`src/rtl/s2_pkg.sv`:
```
`default_nettype none
// +----------------------------------------------------------------------+
// | Module   : s2_pkg                                                    |
// | Purpose  : Shared types and default sizes for the s2 serial-to-RB2   |
// |            frame loader (FSM state encoding, frame geometry).        |
// | Ports    : none (package)                                            |
// | Revision : 1.0 - initial release                                     |
// +----------------------------------------------------------------------+
package s2_pkg;

  localparam int DEF_DATA_W = 18;
  localparam int DEF_ADDR_W = 3;
  localparam int DEF_FRAMES = 8;
  localparam int FRAME_BITS = DEF_ADDR_W + DEF_DATA_W;

  // Bit counter width; wide enough to hold FRAME_BITS (21) and saturate there.
  localparam int BITCNT_W = 5;

  typedef enum logic [2:0] {
    ST_IDLE  = 3'd0,
    ST_RECV  = 3'd1,
    ST_WRITE = 3'd2,
    ST_FLUSH = 3'd3,
    ST_DONE  = 3'd4
  } state_t;

endpackage : s2_pkg
`default_nettype wire

```
`src/rtl/s2_deser.sv`:
```
`default_nettype none
// +----------------------------------------------------------------------+
// | Module   : s2_deser                                                  |
// | Purpose  : Serial frame deserializer: MSB-first shift register plus  |
// |            saturating bit counter.                                   |
// | Ports    : clk, rst      - clock / sync active-high reset            |
// |            shift         - shift sd in this cycle                    |
// |            restart       - this bit is the first of a new frame      |
// |            sd            - serial data                               |
// |            last_bit      - counter one short of a full frame         |
// |            frame_full    - full frame captured                       |
// |            addr, data    - captured frame fields                     |
// | Revision : 1.0 - initial release                                     |
// +----------------------------------------------------------------------+
module s2_deser
  import s2_pkg::*;
#(
  parameter int DATA_W = DEF_DATA_W,
  parameter int ADDR_W = DEF_ADDR_W
) (
  input  logic              clk,
  input  logic              rst,
  input  logic              shift,
  input  logic              restart,
  input  logic              sd,
  output logic              last_bit,
  output logic              frame_full,
  output logic [ADDR_W-1:0] addr,
  output logic [DATA_W-1:0] data
);

  localparam int NB = ADDR_W + DATA_W;
  localparam logic [BITCNT_W-1:0] NB_C = BITCNT_W'(NB);

  logic [NB-1:0]       sr;
  logic [BITCNT_W-1:0] cnt;

  always_ff @(posedge clk) begin
    if (rst) begin
      sr  <= '0;
      cnt <= '0;
    end else if (shift) begin
      sr <= {sr[NB-2:0], sd};
      if (restart)
        cnt <= BITCNT_W'(1);
      else if (cnt != NB_C)
        cnt <= cnt + BITCNT_W'(1);
    end
  end

  // Address occupies the first-received (upper) bits of the frame.
  assign addr       = sr[NB-1:DATA_W];
  assign data       = sr[DATA_W-1:0];
  assign frame_full = (cnt == NB_C);
  assign last_bit   = (cnt == NB_C - BITCNT_W'(1));

endmodule : s2_deser
`default_nettype wire

```
`src/rtl/s2.sv`:
```
`default_nettype none
// +----------------------------------------------------------------------+
// | Module   : s2                                                        |
// | Purpose  : Receives FRAMES serial frames (address + data, MSB first) |
// |            and writes each into the RB2 RAM, then flags done.        |
// | Ports    : clk, rst      - clock / sync active-high reset            |
// |            sen, sd       - serial enable (active low) and data       |
// |            RB2_RW/A/D    - RB2 write strobe (low = write), addr, data|
// |            RB2_Q         - RB2 read data (not used)                  |
// |            S2_done       - all frames written                        |
// | Revision : 1.0 - initial release                                     |
// +----------------------------------------------------------------------+
module s2
  import s2_pkg::*;
#(
  parameter int DATA_W = DEF_DATA_W,
  parameter int ADDR_W = DEF_ADDR_W,
  parameter int FRAMES = DEF_FRAMES
) (
  input  logic              clk,
  input  logic              rst,
  input  logic              sen,
  input  logic              sd,
  output logic              RB2_RW,
  output logic [ADDR_W-1:0] RB2_A,
  output logic [DATA_W-1:0] RB2_D,
  input  logic [DATA_W-1:0] RB2_Q,
  output logic              S2_done
);

  localparam int FC_W = $clog2(FRAMES + 1);
  localparam logic [FC_W-1:0] LAST_FRAME = FC_W'(FRAMES - 1);

  state_t            state, next_state;
  logic [FC_W-1:0]   frame_cnt;
  logic [ADDR_W-1:0] a_hold;
  logic [DATA_W-1:0] d_hold;
  logic              shift, restart, last_bit, frame_full, wr;
  logic [ADDR_W-1:0] cap_addr;
  logic [DATA_W-1:0] cap_data;

  // Read port is never used by this block.
  logic unused_q;
  assign unused_q = ^RB2_Q;

  s2_deser #(
    .DATA_W (DATA_W),
    .ADDR_W (ADDR_W)
  ) u_deser (
    .clk        (clk),
    .rst        (rst),
    .shift      (shift),
    .restart    (restart),
    .sd         (sd),
    .last_bit   (last_bit),
    .frame_full (frame_full),
    .addr       (cap_addr),
    .data       (cap_data)
  );

  always_ff @(posedge clk) begin
    if (rst) begin
      state     <= ST_IDLE;
      frame_cnt <= '0;
      a_hold    <= '0;
      d_hold    <= '0;
    end else begin
      state <= next_state;
      if (wr) begin
        frame_cnt <= frame_cnt + FC_W'(1);
        a_hold    <= cap_addr;
        d_hold    <= cap_data;
      end
    end
  end

  always_comb begin
    next_state = state;
    shift      = 1'b0;
    restart    = 1'b0;
    case (state)
      ST_IDLE: begin
        if (!sen) begin
          shift      = 1'b1;
          restart    = 1'b1;
          next_state = ST_RECV;
        end
      end
      ST_RECV: begin
        if (sen) begin
          next_state = ST_IDLE;          // short frame: dropped
        end else begin
          shift = 1'b1;
          // Enter WRITE on the same edge that captures the final bit.
          if (last_bit)
            next_state = ST_WRITE;
        end
      end
      ST_WRITE: begin
        if (frame_cnt == LAST_FRAME)
          next_state = ST_DONE;
        else if (sen)
          next_state = ST_IDLE;
        else
          next_state = ST_FLUSH;         // frame still running: over-length
      end
      ST_FLUSH: begin
        if (sen)
          next_state = ST_IDLE;
      end
      ST_DONE: begin
        next_state = ST_DONE;
      end
      default: begin
        next_state = ST_IDLE;
      end
    endcase
  end

  // During WRITE the shift register is frozen on the complete frame, so it
  // drives the RB2 bus directly; the hold registers keep it stable afterwards.
  assign wr      = (state == ST_WRITE) && frame_full;
  assign RB2_RW  = ~wr;
  assign RB2_A   = wr ? cap_addr : a_hold;
  assign RB2_D   = wr ? cap_data : d_hold;
  assign S2_done = (state == ST_DONE);

endmodule : s2
`default_nettype wire

```
`config.mk`:
```
export PLATFORM = sky130hd
export DESIGN_NAME = s2
export DESIGN_NICKNAME = d
export VERILOG_FILES = /design/src/rtl/s2_pkg.sv /design/src/rtl/s2_deser.sv /design/src/rtl/s2.sv
export SDC_FILE = /design/constraint.sdc
export NUM_CORES = 1
export LEC_CHECK = 0
export ABC_CLOCK_PERIOD_IN_PS = 4500
export CORE_AREA = 2 2 71 73
export DETAILED_ROUTE_END_ITERATION = 7
export DIE_AREA = 0 0 73 75
export GPL_TIMING_DRIVEN = 0
export PLACE_DENSITY = 0.85
export SETUP_SLACK_MARGIN = 0.5
export SLEW_MARGIN = 30
export SYNTH_ARGS = -nofsm -noshare
export SYNTH_HDL_FRONTEND = slang
export SYNTH_SLANG_ARGS = --single-unit
```
`constraint.sdc`:
```
create_clock -name clk -period 4.5 [get_ports clk]
set_clock_uncertainty 0.2 [all_clocks]
set_input_delay 0.9 -clock clk [delete_from_list [all_inputs] [get_ports clk]]
set_output_delay 0.9 -clock clk [all_outputs]
set_load 0.01 [all_outputs]
```
==> reports/metrics.csv <==
stage,metric,value,unit
setup_path,Worst Setup SP,u_deser.cnt[0],
sta,fin crit period,3.75,ns
clock_tree,CTS tree,built,
clock_tree,clock sink count,54,
cells_and_area,fraction of layout cells with a size suffix above 1,4.08,%
clock_tree,postcts setup bufs,0,
logic_synthesis,Syn Area/Cell,7.83,sq um
power_and_ir_drop,P_leak,0.966,nW
cells_and_area,design area,2650,sq um
setup_path,CP endpoint,RB2_D[9],
setup_path,crit end category,output port,
sta,RSZ-0062 raised after global routing,false,
run,Max Cap Violations,0,
route,via count,2088,
global_route,grt total ovfl,0,
sta,measured slew at the worst slew-check pin,0.697,ns
global_route,initial antenna violation count,0,
clock_tree,Bufs on Longest Clock Path,2,
floorplanning,Die X,73,microns
floorplanning,FP Rows,25,
sta,Max Fclk,266,MHz
setup_path,Startpoint Class,register,
clock_tree,Worst-Skew Late Latency,0.30,ns
floorplanning,core area,4660,sq um
placed_design,area post-placement,2560,sq um
clock_tree,clk slew on worst S/H paths,0.09,ns
placed_design,port bufs,25,
power_and_ir_drop,Clk pwr share,33.4,%
global_route,Global Route Usage Sum,19.7,%
route,Post-Route WL,4910,microns
sta,worst slew margin relative to its limit,53.4,%
clock_tree,clk root buf,clkbuf_8,
clock_tree,CTS resizes,0,
power_and_ir_drop,switching share of power,22.6,%
setup_path,Worst R2R Start,u_deser.cnt[0],
placed_design,placer congestion estimate,0.811,
route,vias per cell,5.60,
logic_synthesis,Synth Instances,287,
cells_and_area,Final nets,345,
floorplanning,io pins,45,
floorplanning,die area,5480,sq um
sta,Final Hold Vio Count,0,
route,WL per Instance,13.2,microns
route,1st-iter DRT viols,113,
setup_path,Worst Path Arrival,2.65,ns
sta,endpoints failing setup,0,
sta,Final TNS setup,0,ns
cells_and_area,Antenna Cells,0,
cells_and_area,Area Growth Syn to Fin,17.8,%
global_route,vias in the first global route,1928,
floorplanning,Starting Density,48.2,%
global_route,largest net degree at the start of global routing,16,
clock_tree,H-tree Lvls,2,
power_and_ir_drop,Max rail drop VDD,0.149,mV
sta,max-slew violations,0,
floorplanning,Die Y,75,microns
placed_design,Post-DP HPWL,3450,microns
setup_path,R2R Path End,d_hold[9],
route,DRC violations left,0,
setup_path,slack of the worst reg-to-reg path,2.35,ns
route,Detail Route Antenna Nets,0,
logic_synthesis,Mapped Nets,313,
logic_synthesis,synth unique cells,33,
clock_tree,cts hold-fix bufs,0,
cells_and_area,Fillers,406,
setup_path,Required @ worst endpoint,3.40,ns
status,status,"complete, no violations",
logic_synthesis,register bit count reported by yosys,54,
power_and_ir_drop,combinational power share,3.8,%
cells_and_area,final core occ,56.8,%
global_route,first-pass GRT wire length,8490,microns
setup_path,R2R depth,6,
power_and_ir_drop,PwrDens,290,nW/um^2
setup_path,CP Class,register to output port,
power_and_ir_drop,internal power,595,uW
route,DR pass1 iterations,4,
power_and_ir_drop,Reg power frac,62.8,%
logic_synthesis,post-synthesis sequential area ratio,48.1,%
sta,Final Cycle Share,83.4,%
logic_synthesis,"Cell Area, Synth",2250,sq um
setup_path,Worst Path Max Fanout,10,
logic_synthesis,yosys warns,0,
min_path,type of the worst min-delay path,register to register,
power_and_ir_drop,switching pwr,174,uW
clock_tree,CTS Buf Count,5,
sequential cells by signal (all words and copies together) (netlist names):
| signal | flops |
|---|---|
| frame_cnt | 4 |
| a_hold | 3 |
| u_deser.cnt | 5 |
| state | 3 |
| u_deser.sr | 21 |
| d_hold | 18 |
worst max-delay path, cell delays in order, from the launching register on:
cell and delay [ns]:
dfxtp_1 0.45, ha_1 0.20, and4b_1 0.18, clkbuf_1 0.35
clkbuf_1 0.39, nand3_1 0.16, nand2_1 0.09, clkdlybuf4s50_1 0.53
power groups by stage:
stage	sequential, mW	combinational [mW]	clock, mW
2_1_floorplan	0.493	0.0198	0
3_3_place_gp	0.494	0.0286	0
3_5_place_dp	0.494	0.0288	0
4_1_cts	0.483	0.0292	0.263
5_1_grt	0.484	0.0330	0.280
6_report	0.483	0.0293	0.256
cell type report:
cell class                      count  area (sq um)  area share, %
Clock inverter                      1          7.51          0.284
Sequential cell                    54          1080           40.9
Timing Repair Buffer               25           250           9.46
Clock buffer                        6          72.6           2.74
Inverter                            2          7.51          0.284
Buffer                             23          96.3           3.64
Multi-Input combinational cell    208          1060           40.2
Tap cell                           54          67.6           2.55
cell usage in the layout, fill, tap and decap left out, types with 2 or more instances in the layout:
master	synthesis	routed
a211oi_1	2	2
a21oi_1	46	46
a31oi_1	3	3
clkbuf_1	20	21
clkbuf_8	0	5
clkdlybuf4s50_1	0	25
dfxtp_1	54	54
ha_1	4	4
inv_1	2	2
nand2_1	70	70
nand2b_1	3	3
nand3_1	27	27
nand4_1	2	2
nand4b_1	2	2
nor2_1	2	2
nor2b_1	2	2
nor3_1	3	3
o21ai_0	24	24
o31ai_1	2	2
or3_1	2	2
or4_1	2	2
or4b_2	2	2
cell usage after synthesis:
cell type / instances / area (sq um)
ha_1: 4 / 50.1
clkbuf_1: 20 / 75.1
nor3b_1: 1 / 7.51
o31ai_1: 2 / 15.0
nor3_1: 3 / 15.0
a21boi_0: 1 / 7.51
nand3_1: 27 / 135
or3b_1: 1 / 8.76
nor2_1: 2 / 7.51
nor3_2: 1 / 10.0
nand3b_1: 1 / 7.51
o21ai_0: 24 / 120
and4b_1: 1 / 10.0
nor2b_1: 2 / 12.5
or3_1: 2 / 12.5
nand2_1: 70 / 263
buf_6: 1 / 11.3
a31oi_1: 3 / 18.8
buf_1: 1 / 3.75
nand2b_1: 3 / 18.8
o211a_1: 1 / 10.0
and3_1: 1 / 6.26
or4b_2: 2 / 20.0
nand4_1: 2 / 12.5
a211oi_1: 2 / 15.0
nand4b_1: 2 / 17.5
a21oi_1: 46 / 230
mux2_2: 1 / 11.3
buf_2: 1 / 5.00
or4_1: 2 / 15.0
dfxtp_1: 54 / 1080
inv_1: 2 / 7.51
o22ai_1: 1 / 6.26
cell families (layout without fill, tap and decap cells):
group	Yosys count	count (layout)	synth area share [%]
buf+inv	25	57	4.57
flops	54	54	48.1
mux	1	1	0.501
simple gates	123	123	25.8
fa+ha+maj	4	4	2.23
compound gates	80	80	18.8
metal layers:
layer / share of wire, % / wire length [microns] / GRT usage [%] / vias up
li1: - / - / - / 1056
met1: 45 / 2230 / 25.7 / 986
met2: 49 / 2400 / 32.4 / 38
met3: 4.2 / 204 / 3.08 / 8
met4: 1.5 / 72 / 8.44 / 0
met5: 0 / 0 / 0 / -
stage by stage:
| step | setup slack (ns) | instances | total power [mW] | hold WS, ns |
|---|---|---|---|---|
| 2_1_floorplan | 1.88 | 287 | 0.513 | 0.237 |
| 3_3_place_gp | 1.10 | 366 | 0.523 | 0.244 |
| 3_5_place_dp | 1.08 | 366 | 0.523 | 0.259 |
| 4_1_cts | 0.740 | 373 | 0.775 | 0.272 |
| 5_1_grt | 0.546 | 373 | 0.797 | 0.293 |
| 6_report | 0.747 | 373 | 0.769 | 0.271 |
how the worst min path moves through the flow:
stage,cells after the start,start,end
after floorplan,2,u_deser.sr[20],u_deser.sr[20]
final,2,u_deser.sr[12],u_deser.sr[13]
after CTS,2,u_deser.sr[20],u_deser.sr[20]
after global routing,2,u_deser.sr[13],u_deser.sr[14]
after detailed placement,2,u_deser.sr[20],u_deser.sr[20]
after global placement,2,u_deser.sr[20],u_deser.sr[20]
(Power assumes the default switching activity.)
